$ cat config.mk
export PLATFORM = sky130hd
export DESIGN_NAME = ex_muldiv_unit
export DESIGN_NICKNAME = d
export VERILOG_FILES = /design/src/rtl/ex_muldiv_unit.sv
export SDC_FILE = /design/constraint.sdc
export NUM_CORES = 2
export LEC_CHECK = 0
export ABC_AREA = 1
export ABC_CLOCK_PERIOD_IN_PS = 14300
export CAP_MARGIN = 20
export CORE_MARGIN = 2
export CORE_UTILIZATION = 40
export CTS_CLUSTER_SIZE = 14
export DETAILED_ROUTE_END_ITERATION = 10
export GPL_ROUTABILITY_DRIVEN = 1
export PLACE_DENSITY = 0.54
export SLEW_MARGIN = 40
export SYNTH_ARGS = -nofsm -noshare
export SYNTH_HDL_FRONTEND = slang
export SYNTH_SLANG_ARGS = --single-unit
export TNS_END_PERCENT = 100
$ cat constraint.sdc
create_clock -name clk -period 14.3 [get_ports clk]
set_input_delay 2.86 -clock clk [delete_from_list [all_inputs] [get_ports clk]]
set_output_delay 2.86 -clock clk [all_outputs]
set_load 0.03 [all_outputs]
$ cat src/rtl/ex_muldiv_unit.sv
// Iterative RV32M multiply/divide unit for the EX stage.
// Shift-add multiply and restoring divide on magnitudes, with sign fix-up on the DONE-entry edge.
module ex_muldiv_unit #(
    parameter bit          MUL_FAST = 1'b0,
    parameter int unsigned ITER     = 32
) (
    input  logic        clk,
    input  logic        rst,
    input  logic        mdStartEX,
    input  logic [2:0]  mdOpEX,
    input  logic [31:0] operandAEX,
    input  logic [31:0] operandBEX,
    input  logic        flushEX,
    output logic        mdStallEX,
    output logic        mdResultValidEX,
    output logic [31:0] mdResultEX
);

    localparam int unsigned CNT_W = 5;
    localparam logic [CNT_W-1:0] LAST_STEP = CNT_W'(ITER - 1);

    localparam logic [1:0] S_IDLE = 2'd0;
    localparam logic [1:0] S_CALC = 2'd1;
    localparam logic [1:0] S_DONE = 2'd2;

    generate
        if (ITER != 32) begin : g_bad_iter
            $error("ex_muldiv_unit: only ITER=32 is supported");
        end
    endgenerate

    logic [1:0]       state_q, state_d;
    logic [CNT_W-1:0] count_q, count_d;
    logic [2:0]       op_q, op_d;
    logic [31:0]      hi_q, hi_d;
    logic [31:0]      lo_q, lo_d;
    logic [31:0]      divisor_q, divisor_d;
    logic             neg_q, neg_d;
    logic             neg_rem_q, neg_rem_d;
    logic [31:0]      result_q, result_d;
    logic             valid_q, valid_d;

    // Operand signedness and magnitudes for the incoming instruction
    logic        sign_a_en, sign_b_en, sa, sb;
    logic [31:0] mag_a, mag_b;
    logic [63:0] fast_prod;
    logic        div_zero, div_ovf, take_fast;
    logic [31:0] fast_res;

    // Apply result signs: 64-bit negate for products, separate quotient/remainder signs for divides
    function automatic logic [31:0] md_finalize(input logic [2:0] op, input logic neg,
                                                input logic neg_rem, input logic [31:0] hi,
                                                input logic [31:0] lo);
        logic [63:0] p;
        logic [31:0] r;
        p = {hi, lo};
        if (neg) p = ~p + 64'd1;
        case (op)
            3'd0:          r = p[31:0];
            3'd4, 3'd5:    r = neg ? (~lo + 32'd1) : lo;
            3'd6, 3'd7:    r = neg_rem ? (~hi + 32'd1) : hi;
            default:       r = p[63:32];
        endcase
        return r;
    endfunction

    assign sign_a_en = mdOpEX[2] ? ~mdOpEX[0] : (mdOpEX[1:0] != 2'b11);
    assign sign_b_en = mdOpEX[2] ? ~mdOpEX[0] : ~mdOpEX[1];
    assign sa        = sign_a_en & operandAEX[31];
    assign sb        = sign_b_en & operandBEX[31];
    assign mag_a     = sa ? (~operandAEX + 32'd1) : operandAEX;
    assign mag_b     = sb ? (~operandBEX + 32'd1) : operandBEX;
    assign fast_prod = {32'd0, mag_a} * {32'd0, mag_b};

    assign div_zero  = mdOpEX[2] & (operandBEX == 32'd0);
    assign div_ovf   = mdOpEX[2] & ~mdOpEX[0] & (operandAEX == 32'h8000_0000)
                     & (operandBEX == 32'hFFFF_FFFF);
    assign take_fast = div_zero | div_ovf | (MUL_FAST & ~mdOpEX[2]);

    always_comb begin
        fast_res = md_finalize(mdOpEX, sa ^ sb, sa, fast_prod[63:32], fast_prod[31:0]);
        if (div_zero) begin
            fast_res = mdOpEX[1] ? operandAEX : 32'hFFFF_FFFF;
        end else if (div_ovf) begin
            fast_res = mdOpEX[1] ? 32'd0 : 32'h8000_0000;
        end
    end

    // One iteration: shift-add on {hi,lo} for multiply, restoring step for divide
    logic [32:0] mul_sum;
    logic [32:0] div_shift;
    logic [31:0] div_sub;
    logic [31:0] step_hi, step_lo;

    always_comb begin
        mul_sum   = {1'b0, hi_q} + (lo_q[0] ? {1'b0, divisor_q} : 33'd0);
        div_shift = {hi_q, lo_q[31]};
        div_sub   = div_shift[31:0] - divisor_q;
        if (op_q[2]) begin
            if (div_shift >= {1'b0, divisor_q}) begin
                step_hi = div_sub;
                step_lo = {lo_q[30:0], 1'b1};
            end else begin
                step_hi = div_shift[31:0];
                step_lo = {lo_q[30:0], 1'b0};
            end
        end else begin
            step_hi = mul_sum[32:1];
            step_lo = {mul_sum[0], lo_q[31:1]};
        end
    end

    // Next-state and datapath update
    always_comb begin
        state_d   = state_q;
        count_d   = count_q;
        op_d      = op_q;
        hi_d      = hi_q;
        lo_d      = lo_q;
        divisor_d = divisor_q;
        neg_d     = neg_q;
        neg_rem_d = neg_rem_q;
        result_d  = result_q;
        valid_d   = 1'b0;

        case (state_q)
            S_IDLE: begin
                if (mdStartEX) begin
                    op_d      = mdOpEX;
                    neg_d     = sa ^ sb;
                    neg_rem_d = sa;
                    hi_d      = 32'd0;
                    lo_d      = mag_a;
                    divisor_d = mag_b;
                    count_d   = '0;
                    if (take_fast) begin
                        state_d  = S_DONE;
                        valid_d  = 1'b1;
                        result_d = fast_res;
                    end else begin
                        state_d = S_CALC;
                    end
                end
            end
            S_CALC: begin
                hi_d    = step_hi;
                lo_d    = step_lo;
                count_d = CNT_W'(count_q + 5'd1);
                if (count_q == LAST_STEP) begin
                    state_d  = S_DONE;
                    valid_d  = 1'b1;
                    result_d = md_finalize(op_q, neg_q, neg_rem_q, step_hi, step_lo);
                end
            end
            S_DONE:  state_d = S_IDLE;
            default: state_d = S_IDLE;
        endcase

        if (flushEX) begin
            state_d  = S_IDLE;
            count_d  = '0;
            valid_d  = 1'b0;
            result_d = result_q;
        end
    end

    always_ff @(posedge clk) begin
        if (rst) begin
            state_q   <= S_IDLE;
            count_q   <= '0;
            op_q      <= 3'd0;
            hi_q      <= 32'd0;
            lo_q      <= 32'd0;
            divisor_q <= 32'd0;
            neg_q     <= 1'b0;
            neg_rem_q <= 1'b0;
            result_q  <= 32'd0;
            valid_q   <= 1'b0;
        end else begin
            state_q   <= state_d;
            count_q   <= count_d;
            op_q      <= op_d;
            hi_q      <= hi_d;
            lo_q      <= lo_d;
            divisor_q <= divisor_d;
            neg_q     <= neg_d;
            neg_rem_q <= neg_rem_d;
            result_q  <= result_d;
            valid_q   <= valid_d;
        end
    end

    assign mdStallEX       = ((state_q == S_IDLE) & mdStartEX & ~flushEX) | (state_q == S_CALC);
    assign mdResultValidEX = valid_q;
    assign mdResultEX      = result_q;

endmodule
==> out/results.txt <==
The floorplan step set the die width to 380.3 µm. In this run, placement finished with an instance count of 10,880. The placer's final routability congestion estimate is 1.010, and the clock input transition at the sequential cells of the worst setup and hold paths is 0.09 ns. The final critical-path required period works out to 13.75 ns. The count of endpoints failing hold in the final timing report was 0. After the first detailed-routing iteration, the DRC count stood at 5,736. After detailed routing, the average wire length per cell comes to 25.32 µm. The share of the synthesized area in the top cell type was 31.74%. The number of cells on the worst reg-to-reg path is 31.

For the worst setup path, the data required time is 14.69 ns. By area the synthesized netlist is led by fa_1, nand2_1, inv_1. The run gives 0 as the setup violation total in the final timing report. Yosys printed 0 warnings.

The tools report the number of fill cells as 15,420. The most numerous cell type found on the critical path is nand2_1. In the final layout, flip-flops and latches occupy 2829 µm². For the total I/O pin count, the log shows 105. Of all flip-flops after synthesis, the portion carrying an async set or reset was 0%.

The first global-routing pass estimated 397,500 µm of wire. The logs give 10,920 for the number of cells in the finished layout apart from fillers and 276,500 µm for the total wirelength of the detailed-routed design. The multi-input logic area came out at 45,280 µm². Critical path startpoint category: a primary input. Total clock sinks: 141. The tools report the critical register-to-register path endpoint as mdResultEX[16]$_SDFFE_PP0P_. The worst hold path begins at count_q[3]$_SDFFE_PP0P_.

Counting every net in the synthesized netlist gives 10,190. The number of enable flip-flop cells after synthesis came out at 0. The top cell types in the final layout, fill and taps aside, are nand2_1, inv_1, nor2_1.

The number of antenna violations at the first check in global routing is 11. Measured against its own limit, the worst slew margin works out to 41.15%. Once detailed placement completed, the half-perimeter wirelength came to 234,300 µm. Of all nets on the critical path, the largest fanout is 12.

The register bit total from synthesis was 141. The number of design rule violations left after detail routing was 0; the die area was 144,600 µm². For this run, the register share of the synthesized area comes to 4.984%.

Across all register-to-register paths, the minimum setup slack is 7.61 ns. Across the run, the number of max-cap violations was 0. For this design, the slowest cell found on the critical path is clkdlybuf4s50_1. The floorplan step defined a core boundary enclosing 141,100 µm². TritonCTS built the clock tree.

The via count of the first global-routing pass was 57,410. Setup repair after global routing could not meet its margin everywhere. The remaining global-route overflow is 0. The clock latency on the worst-skew pair came out at 0.53 ns.

In this design, the stage delay of the slowest critical-path cell is 0.66 ns. The largest net degree at the start of global routing came out at 77. Leaving out fill and tap cells, the most frequent cell in the layout is nand2_1. The run gives 0 as the max-slew violation count. For the final database, setup skew stands at 0.03301 ns. The run gives 72.72 MHz as the peak clock frequency supported by timing.

The critical setup path kind was primary input to flip-flop. The floorplan die height is 380.3 µm, and the count of H-tree levels built during CTS is 4. The number of rows created at floorplan is 138, and the share of the core filled with cells in the final layout is 43.99%.

The synthesized design spends more area on one cell type than any other, namely fa_1. The average cell area after synthesis is 6.372 µm², and the post-CTS setup repair buffer count is 0. For the worst setup path, the data arrival time is 14.14 ns. The total clock buffers created by CTS is 17, and the post-detailed-route count of antenna-violating nets is 0. End point of the most critical hold path: count_q[3]$_SDFFE_PP0P_. The tools report the reg-to-reg critical path startpoint as hi_q[27]$_SDFFE_PP0P_. The first detailed-routing pass ran for 8 iterations. The final critical path takes up 96.16% of the cycle.

The predominant post-synthesis flop cell is dfxtp_1. The growth of design area from synthesis to finish is 9.574%, and the slew at the pin closest to its max-slew limit is 0.8747 ns. In this run the cell area of the synthesized design comes to 56,640 µm². For this block, the via count after detailed routing is 58,630.

The flow ran to the end, and the final reports show no timing, DRC or antenna violations. Synthesis produced 8,888 cells. The number of buffers between clock root and the deepest sink was 2.

The worst hold path passes through 2 cells. For the final layout net count, the log shows 10,320. The tools report the initial cell density of the core as 40.15%. The tightest min-delay check is of the flip-flop to flip-flop type. The share of post-route cells with drive strength above 1 is 6.404%, and the number of vias per cell after detailed routing is 5.370. Buffers placed on the I/O ports in this run total 104.

The unique cell type count in the Yosys netlist was 57. The global-route usage over all layers is 37.96%. The tools report the endpoint type of the worst setup path as a flip-flop.

The tools report the CTS root buffer as clkbuf_16.
[critical path, delay by kind of cell]
kind                     cells  cell delay, ns
buffers and inverters       12            2.19
AO/OA/AOI/OAI                3            0.62
XOR/XNOR                     1            0.32
AND/OR/NAND/NOR             27            3.85
adder cells (fa/ha/maj)      9            4.26
[how the worst max path moves through the flow]
stage | startpoint | endpoint | slack [ns] | cells past startpoint
2_1_floorplan | operandAEX[0] | mdResultEX[28]$_SDFFE_PP0P_ | 2.35 | 53
3_3_place_gp | operandBEX[2] | mdResultEX[26]$_SDFFE_PP0P_ | -0.19 | 52
3_5_place_dp | operandBEX[2] | mdResultEX[26]$_SDFFE_PP0P_ | -0.12 | 52
4_1_cts | operandBEX[2] | mdResultEX[26]$_SDFFE_PP0P_ | 0.40 | 52
5_1_grt | operandAEX[6] | mdResultEX[26]$_SDFFE_PP0P_ | -0.03 | 53
6_report | operandBEX[2] | mdResultEX[26]$_SDFFE_PP0P_ | 0.55 | 52
[routing by layer]
metal	routed length (µm)	global-route usage, %
met3	20870	5.422
met4	21500	24.11
met2	127700	61.97
met1	106400	47.12
met5	15	0
[cell families after synthesis]
group | after synthesis | synth area share (%)
flip-flops | 141 | 4.984
buffers and inverters | 2299 | 15.49
AND/OR/NAND/NOR | 4471 | 32.64
adder cells (fa/ha/maj) | 1234 | 39.16
AO/OA/AOI/OAI | 652 | 6.300
XOR/XNOR | 91 | 1.420
[layout make-up]
cell class	instances	share of cell area, %
Clock inverter	15	0.2823
Sequential cell	141	4.558
Clock buffer	17	0.6855
Tap cell	1890	3.810
Timing Repair Buffer	424	5.704
Inverter	1981	11.98
Antenna cell	3	0.01210
Multi-Input combinational cell	6448	72.97
[synthesized netlist by cell type (10+ instances only)]
master    instances
buf_2            29
nor2_1          984
dfxtp_1         141
inv_2            12
buf_1            20
nand2_1        2609
nand3_1         515
nor4_1           31
o21ai_0         236
nor3_1           48
ha_1            336
clkbuf_1        253
fa_1            898
nand2_2          48
nand4_1          78
xor2_1           63
clkinv_1         19
and2_1           13
a21oi_1         258
o211ai_1         16
o21ai_1          34
nor2_2           31
xnor2_1          27
nand3_2          21
a31oi_1          46
o21ai_2          11
inv_1          1950
a21o_1           10
or2_2            36
nand3b_1         29
[through the flow]
step	TNS, ns	instance area [µm²]	hold slack [ns]	setup WS [ns]
floorplan	0	56640	0.4429	2.354
global placement	-0.3247	61360	0.4531	-0.1853
detailed placement	-0.1498	61390	0.4599	-0.1164
CTS	0	61990	0.4740	0.4000
global route	-0.03691	62060	0.4980	-0.02871
finish	0	62060	0.4723	0.5488
[repair_timing]
action,in CTS,in global routing
gates resized for setup,0,14
setup endpoints to repair,0,10
hold buffers,0,0
hold endpoints to repair,0,0
[flip-flops by register name (all words and copies together) (netlist names)]
signal           count
count_q              5
divisor_q           32
hi_q                32
lo_q                32
mdResultEX          32
mdResultValidEX      1
neg_q                1
neg_rem_q            1
op_q                 3
state_q              2
Power is left out: the tool's default activity adds up to more than one toggle a clock period on the data nets, which glitch-free logic cannot reach.
